==> config.mk <==
export PLATFORM = sky130hd
export DESIGN_NAME = alu_issue_stage
export DESIGN_NICKNAME = d
export VERILOG_FILES = /design/src/rtl/alu_issue_stage.sv
export SDC_FILE = /design/constraint.sdc
export NUM_CORES = 1
export LEC_CHECK = 0
export CORE_MARGIN = 2
export CORE_UTILIZATION = 38
export DETAILED_ROUTE_END_ITERATION = 10
export GPL_ROUTABILITY_DRIVEN = 0
export PLACE_DENSITY = 0.77
export SYNTH_ARGS = -nofsm -noshare
export SYNTH_HDL_FRONTEND = slang
export SYNTH_SLANG_ARGS = --single-unit
==> constraint.sdc <==
create_clock -name Clk -period 2 [get_ports Clk]
set_input_delay 0.3 -clock Clk [delete_from_list [all_inputs] [get_ports Clk]]
set_output_delay 0.3 -clock Clk [all_outputs]
set_load 0.005 [all_outputs]
==> src/rtl/alu_issue_stage.sv <==
// Decode/issue register between register read and EX: decodes one MIPS instruction into
// registered ALU control, operands and stage control bits, with stall, flush and bubble support.
module alu_issue_stage #(
    parameter bit TRAP_ILLEGAL = 1'b1
) (
    input  logic        Clk,
    input  logic        Rst,
    input  logic        InValid,
    input  logic [31:0] Instr,
    input  logic [31:0] RsData,
    input  logic [31:0] RtData,
    input  logic        Stall,
    input  logic        Flush,
    output logic        OutValid,
    output logic [5:0]  ALUControl,
    output logic [31:0] A,
    output logic [31:0] B,
    output logic [4:0]  DestReg,
    output logic        RegWrite,
    output logic        MemRead,
    output logic        MemWrite,
    output logic [1:0]  MemSize,
    output logic        IsBranch,
    output logic        IllegalInstr
);

    localparam logic [5:0] ALU_ADD = 6'b100000;

    logic [5:0]  opcode, funct;
    logic [4:0]  rt_f, rd_f, shamt;
    logic [31:0] imm_sext, imm_zext;

    assign opcode   = Instr[31:26];
    assign rt_f     = Instr[20:16];
    assign rd_f     = Instr[15:11];
    assign shamt    = Instr[10:6];
    assign funct    = Instr[5:0];
    assign imm_sext = {{16{Instr[15]}}, Instr[15:0]};
    assign imm_zext = {16'b0, Instr[15:0]};

    logic        dec_legal, dec_wr, dec_mr, dec_mw, dec_br;
    logic [5:0]  dec_alu;
    logic [31:0] dec_a, dec_b;
    logic [4:0]  dec_dest;
    logic [1:0]  dec_size;

    always_comb begin
        dec_legal = 1'b1;
        dec_alu   = ALU_ADD;
        dec_a     = 32'b0;
        dec_b     = 32'b0;
        dec_dest  = 5'b0;
        dec_wr    = 1'b0;
        dec_mr    = 1'b0;
        dec_mw    = 1'b0;
        dec_size  = 2'b00;
        dec_br    = 1'b0;
        case (opcode)
            6'b000000: begin
                case (funct)
                    6'b100000, 6'b100010, 6'b100100, 6'b100101,
                    6'b100111, 6'b100110, 6'b101010: begin
                        dec_alu = funct; dec_a = RsData; dec_b = RtData;
                        dec_dest = rd_f; dec_wr = 1'b1;
                    end
                    6'b000000, 6'b000010: begin
                        dec_alu = funct; dec_a = RtData; dec_b = {27'b0, shamt};
                        dec_dest = rd_f; dec_wr = 1'b1;
                    end
                    6'b001000: begin
                        dec_alu = 6'b001000; dec_a = RsData;
                    end
                    default: dec_legal = 1'b0;
                endcase
            end
            6'b011100: begin
                if (funct == 6'b000010) begin
                    dec_alu = 6'b011000; dec_a = RsData; dec_b = RtData;
                    dec_dest = rd_f; dec_wr = 1'b1;
                end else begin
                    dec_legal = 1'b0;
                end
            end
            6'b001000, 6'b001010: begin
                dec_alu = (opcode == 6'b001000) ? ALU_ADD : 6'b101010;
                dec_a = RsData; dec_b = imm_sext; dec_dest = rt_f; dec_wr = 1'b1;
            end
            6'b001100, 6'b001101, 6'b001110: begin
                dec_alu = {4'b1001, opcode[1:0]};
                dec_a = RsData; dec_b = imm_zext; dec_dest = rt_f; dec_wr = 1'b1;
            end
            // opcode[1:0] distinguishes word (11), half (01) and byte (00) accesses
            6'b100011, 6'b100001, 6'b100000: begin
                dec_a = RsData; dec_b = imm_sext; dec_dest = rt_f; dec_wr = 1'b1;
                dec_mr = 1'b1;
                dec_size = (opcode[1:0] == 2'b11) ? 2'b00 : (opcode[0] ? 2'b01 : 2'b10);
            end
            6'b101011, 6'b101001, 6'b101000: begin
                dec_a = RsData; dec_b = imm_sext; dec_mw = 1'b1;
                dec_size = (opcode[1:0] == 2'b11) ? 2'b00 : (opcode[0] ? 2'b01 : 2'b10);
            end
            6'b000100, 6'b000101: begin
                dec_alu = opcode; dec_a = RsData; dec_b = RtData; dec_br = 1'b1;
            end
            6'b000110, 6'b000111: begin
                dec_alu = opcode; dec_a = RsData; dec_br = 1'b1;
            end
            6'b000001: begin
                if (rt_f == 5'b00001 || rt_f == 5'b00000) begin
                    dec_alu = 6'b000001; dec_a = RsData; dec_b = {31'b0, rt_f[0]};
                    dec_br = 1'b1;
                end else begin
                    dec_legal = 1'b0;
                end
            end
            6'b000010, 6'b000011: ;
            default: dec_legal = 1'b0;
        endcase
        if (dec_dest == 5'b0) dec_wr = 1'b0;
    end

    logic        valid_q, valid_d, wr_q, wr_d, mr_q, mr_d, mw_q, mw_d;
    logic        br_q, br_d, ill_q, ill_d;
    logic [5:0]  alu_q, alu_d;
    logic [31:0] a_q, a_d, b_q, b_d;
    logic [4:0]  dest_q, dest_d;
    logic [1:0]  size_q, size_d;

    always_comb begin
        valid_d = valid_q; alu_d = alu_q; a_d = a_q; b_d = b_q; dest_d = dest_q;
        wr_d = wr_q; mr_d = mr_q; mw_d = mw_q; size_d = size_q; br_d = br_q; ill_d = ill_q;
        // Flush overrides Stall; anything other than a held stall starts from a bubble
        if (Flush || !Stall) begin
            valid_d = 1'b0; alu_d = ALU_ADD; a_d = 32'b0; b_d = 32'b0; dest_d = 5'b0;
            wr_d = 1'b0; mr_d = 1'b0; mw_d = 1'b0; size_d = 2'b00; br_d = 1'b0; ill_d = 1'b0;
            if (!Flush && InValid) begin
                if (dec_legal) begin
                    valid_d = 1'b1; alu_d = dec_alu; a_d = dec_a; b_d = dec_b;
                    dest_d = dec_dest; wr_d = dec_wr; mr_d = dec_mr; mw_d = dec_mw;
                    size_d = dec_size; br_d = dec_br;
                end else begin
                    ill_d = TRAP_ILLEGAL;
                end
            end
        end
    end

    always_ff @(posedge Clk) begin
        if (Rst) begin
            valid_q <= 1'b0; alu_q <= ALU_ADD; a_q <= 32'b0; b_q <= 32'b0; dest_q <= 5'b0;
            wr_q <= 1'b0; mr_q <= 1'b0; mw_q <= 1'b0; size_q <= 2'b00; br_q <= 1'b0;
            ill_q <= 1'b0;
        end else begin
            valid_q <= valid_d; alu_q <= alu_d; a_q <= a_d; b_q <= b_d; dest_q <= dest_d;
            wr_q <= wr_d; mr_q <= mr_d; mw_q <= mw_d; size_q <= size_d; br_q <= br_d;
            ill_q <= ill_d;
        end
    end

    assign OutValid     = valid_q;
    assign ALUControl   = alu_q;
    assign A            = a_q;
    assign B            = b_q;
    assign DestReg      = dest_q;
    assign RegWrite     = wr_q;
    assign MemRead      = mr_q;
    assign MemWrite     = mw_q;
    assign MemSize      = size_q;
    assign IsBranch     = br_q;
    assign IllegalInstr = ill_q;

endmodule

# Word-level counts from Yosys, hierarchy flattened
# Index checks and enable logic that the tools add are counted.
[word_totals]
elab_cells = 117
register_bits = 83
input_bits = 101
[classes]
n_eq_ne = 30
reduce_logical = 25
n_mux = 51
[op_table]
columns = ["op", "count"]
rows = [
  ["32-bit two-way mux", 7],
  ["32-bit one-hot mux with 6 select lines", 1],
  ["32-bit one-hot mux with 2 select lines", 2],
  ["32-bit one-hot mux with 4 select lines", 1],
  ["6-bit == test, second input constant", 13],
  ["6-bit by 4-bit == test with 1-bit output, second input constant", 6],
  ["6-bit one-hot mux with 6 select lines", 1],
  ["6-bit by 3-bit == test with 1-bit output, second input constant", 4],
  ["6-bit two-way mux", 4],
  ["8-bit OR reduction", 3],
  ["1-bit two-way mux", 20],
  ["5-bit two-way mux", 4],
  ["6-bit by 2-bit == test with 1-bit output, second input constant", 3],
  ["17-bit OR reduction", 1],
  ["5-bit one-hot mux with 3 select lines", 1],
  ["15-bit OR reduction", 1],
  ["6-bit zero test", 2],
  ["6-bit one-hot mux with 2 select lines", 1],
  ["5-bit zero test", 2],
  ["2-bit two-way mux", 5],
  ["10-bit OR reduction", 1],
  ["3-bit OR reduction", 3],
  ["9-bit OR reduction", 1],
  ["7-bit OR reduction", 1],
  ["14 further kinds", 18],
]

# Logic depth before layout (Yosys ltp)
# Gate-level depths: netlist (run 1).
[depth]
depth_word = 8
depth_mapped = 8
mapped_depth_nobuf = 6

# Worst setup path before layout (run 1)
# Ideal clock, no wire load.
[synth_timing]
path_kind = "in2reg"
startpoint = "input Instr[30]"
endpoint = "register a_q[0] (netlist: A[0])"
slack_ns = -0.096
t_arrival_ns = 1.950
stages = 8
t_required_ns = 1.854
path_cell_list = "clkbuf_1 and3b_1 and2_1 and3_1 a311o_2 buf_2 a222oi_1 a211oi_2"
[synth_via]
elab_chain_len = 5
[synth_rtl]
columns = ["element", "line_no", "text"]
rows = [
  ["from (decl)", "9", "input logic [31:0] Instr,"],
  ["6-bit by 4-bit == test with 1-bit output (tied with other cells)", "58", "case (opcode)"],
  ["17-bit OR reduction (no line) / 15-bit OR reduction (equally long branches)", "--", ""],
  ["1-bit one-hot mux with 4 select lines / 32-bit one-hot mux with 4 select lines (equally long branches)", "58", ""],
  ["32-bit two-way mux *", "137", "if (dec_legal) begin"],
  ["32-bit two-way mux *", "136", "if (!Flush && InValid) begin"],
  ["to (signal assigned)", "150", "valid_q <= 1'b0; alu_q <= ALU_ADD; a_q <= 32'b0; b_q <= 32'b0; dest_q <= 5'b0;"],
  ["to (signal assigned)", "154", "valid_q <= valid_d; alu_q <= alu_d; a_q <= a_d; b_q <= b_d; dest_q <= dest_d;"],
  ["to (decl)", "125", "logic [31:0] a_q, a_d, b_q, b_d;"],
]
# Mark *: on every way between the ends. The rest lies on a longest branch, timed or not.
# A chain may end at the register's enable or synchronous reset.

# Final worst setup path (run 1)
[layout_timing]
startpoint = "input Instr[29]"
endpoint = "register a_q[18] (netlist: A[18])"
# Same word-level chain as after synthesis.

==> results of run 1 <==
[worst register-to-register path, cell delays in order (launching register included)]
cell	delay, ns
dfxtp_1	0.35
a222oi_1	0.39
a211oi_2	0.08
[worst paths after layout]
| kind | end | slack [ns] | depth (start not counted) |
|---|---|---|---|
| setup / recovery | A[18] | 0.03 | 10 |
| hold / removal | B[3] | 0.37 | 3 |
| setup reg to reg | A[8] | 1.07 | 2 |
| hold reg to reg | B[27] | 0.45 | 2 |
[per-stage QoR]
| stage | setup TNS [ns] | worst slack [ns] | instance area, um^2 |
|---|---|---|---|
| 5_1_grt | 0 | 0.00432 | 6850 |
| 2_1_floorplan | 0 | 0.00210 | 4150 |
| 6_report | 0 | 0.0331 | 6850 |
| 3_5_place_dp | -44.99 | -0.668 | 6560 |
| 3_3_place_gp | -40.50 | -0.590 | 6560 |
| 4_1_cts | 0 | 0.00154 | 6880 |
[layout make-up]
| type | count | area, um^2 |
|---|---|---|
| Fill cell | 861 | 3570 |
| Timing Repair Buffer | 256 | 2450 |
| Multi-Input combinational cell | 333 | 2360 |
| Sequential cell | 83 | 1660 |
| Tap cell | 136 | 170 |
| Clock buffer | 10 | 138 |
| Clock inverter | 6 | 50.0 |
| Inverter | 5 | 18.8 |
[cell families (layout without fill, tap and decap cells)]
logic type	after synthesis	in the layout	share of synthesized area, %
simple gates	146	146	16.9
fa+ha+maj	1	1	0.243
compound gates	186	186	37.6
flops	83	83	40.4
buf+inv	49	277	4.84
[cells in the final DEF (no fill, tap or decap), drive strengths merged, types with 2 or more instances in the layout]
cell             n
clkdlybuf4s50  161
dfxtp           83
buf             81
nand2           76
o21ai           40
a222oi          37
a211oi          32
a21oi           27
nor2            24
a22oi           20
clkbuf          20
nor2b            6
inv              6
a22o             5
a32oi            5
nand3            5
nand2b           5
dlygate4sd2      4
nor3             4
and2             4
or4              4
clkinv           4
nor4             4
and3             3
nor3b            2
and3b            2
a21boi           2
a21o             2
or2              2
a221oi           2
o31ai            2
[state kept, by name (all words and copies together) (netlist names), 2 cells and up]
name	flops
DestReg	5
MemSize	2
A	32
B	32
ALUControl	6
[repair_timing]
action | CTS | global route
gates cloned | 2 | 0
endpoints found under the setup margin | 81 | 70
resized for setup | 38 | 26
pin swaps | 11 | 12
buffers inserted | 4 | 2
[report_power, final]
part | switching [W] | leakage, nW | total, W | internal [W]
Combinational | 0.000301 | 1.57 | 0.000636 | 0.000335
Sequential | 0.00000151 | 0.668 | 0.00165 | 0.00165
Clock | 0.000663 | 0.0944 | 0.00116 | 0.000499
Total | 0.000965 | 2.33 | 0.00345 | 0.00249
[per-layer routing]
metal  share of wire, %  vias up
li1                   -     2234
met1                 40     2289
met2                 48      267
met3                8.4       47
met4                3.5        0
met5                  0        -
==> flow_summary_export.csv, run 1 <==
group,metric,value,unit
drt,first_iter_violations,505,
final_layout,fin_nets,789,
sta,period_share,98.3,%
final_layout,utilization,65.7,%
synthesis,ys_seq_area_share,40.4,%
placed_design,hpwl,11600,um
power_and_ir_drop,p_leak,2.33,nW
drt,vias,4837,
worst_setup_path,cp.arrival,2.19,ns
worst_setup_path,worstReg2RegStart,"A[8]",
global_route,antenna_found_initial,0,
synthesis,yosysMostFrequentCell,"dfxtp_1",
drt,ant_nets,0,
global_route,gr-total-overflow,0,
run,cap_violations,0,
synthesis,synth_nets,566,
synthesis,yosysUniqueCellTypes,56,
worst_setup_path,cp_num_buf_inv,4,
sta,rsz0062_at_grt,"no",
global_route,grt.busiest_layer,"met2",
global_route,first_global_vias,4861,
synthesis,synth_area,4110,um^2
global_route,track_usage,27.0,%
synthesis,syn_area_per_cell,8.85,um^2
power_and_ir_drop,p_per_area,504,nW/um^2
die,core,10400,um^2
clock_network,path_clk_slew,0.09,ns
final_layout,num_antenna_cells,0,
worst_setup_path,cp.required,2.22,ns
final_layout,fin_cells,829,
sta,hold_violations,0,
worst_setup_path,path_cells,"buf_2 -> nor3b_4 -> buf_4 -> and2_4 -> and3_4 -> a311o_2 -> buf_6 -> buf_12 -> a222oi_1 -> a211oi_2",
global_route,grt_max_degree,48,
synthesis,ys_ff_latch,83,
worst_setup_path,end_kind,"register",
global_route,grt_pass1_wl,24700,um
sta,max_freq,0.508,GHz
worst_setup_path,worstSetupStartpoint,"Instr[29]",
synthesis,synth_commonest_cells,"83 x dfxtp_1, 76 x nand2_1, 37 x a222oi_1",
worst_setup_path,critPathTopFamily,"compound AO/OA/AOI/OAI gates",
sta,holdWs,0.365,ns
synthesis,yosysTopAreaCell,"dfxtp_1",
clock_network,cts_inserted_buffers,9,
synthesis,async_reset_ff_share,0,%
worst_setup_path,path_max_fanout,8,
sta,worst_pin_slew,0.408,ns
drt,firstDrtPassIters,6,
placed_design,dp.cells,806,
synthesis,synth-edff-count,0,
synthesis,ys.flop_type,"dfxtp_1",
sta,setup_violations,0,
synthesis,synth.top_cell.area_share,40.4,%
die,io_pins,184,
die,num_rows,37,
synthesis,yosysWarnings,0,
power_and_ir_drop,p_total,0.00345,W
clock_network,clock_latency,0.35,ns
min_path,min_from,"Instr[3]",
synthesis,synth_area_leaders,"dfxtp_1 40%, a211oi_2 9.1%, a222oi_1 9.0%, nand2_1 6.9%, o21ai_1 4.0%",
global_route,met1_usage,32.8,%
min_path,hold_path_class,"in2reg",
run_status,outcome,"completed",
clock_network,root_buffer,"clkbuf_8",
worst_setup_path,critPathLaunchType,"input port",
clock_network,cts_buffer_depth,2,
drt,avgRoutedWirePerCell,19.2,um
global_route,use_met2,46.5,%
clock_network,cts_tree,"built",
sta,relSlewSlack,72.8,%
sta,slew_violations,0,
die,initial_core_util,39.5,%
synthesis,synth_cells,465,
worst_setup_path,crit_slowest_cell,"a311o_2",
sta,clock_skew,0,ns
placed_design,port_buffers,178,
clock_network,cts_hold_buf,0,
final_layout,syn_to_final_growth,66.5,%
sta,period_minus_slack,1.97,ns
worst_setup_path,worst-setup-path-type,"in2reg",
drt,drcViolationCount,0,
worst_setup_path,slowest_delay,0.40,ns
die,die_y,108,um
global_route,met3_usage,5.42,%
die,die_x,108,um
final_layout,drive_gt1_share,24.0,%
drt,routed_via_density,5.83,
power_and_ir_drop,vdd_drop_max,397,uV
die,die_area,11700,um^2
clock_network,htree_num_levels,3,
clock_network,cts_sinks,83,
drt,drt_wl_total,16000,um
Note: power is estimated with default switching activity, not from simulation.
==> run 2: changes to the inputs <==
- CAP_MARGIN: unset -> 40
==> results of run 2 <==
The final DEF is identical to that of run 1; final timing and power are the same.
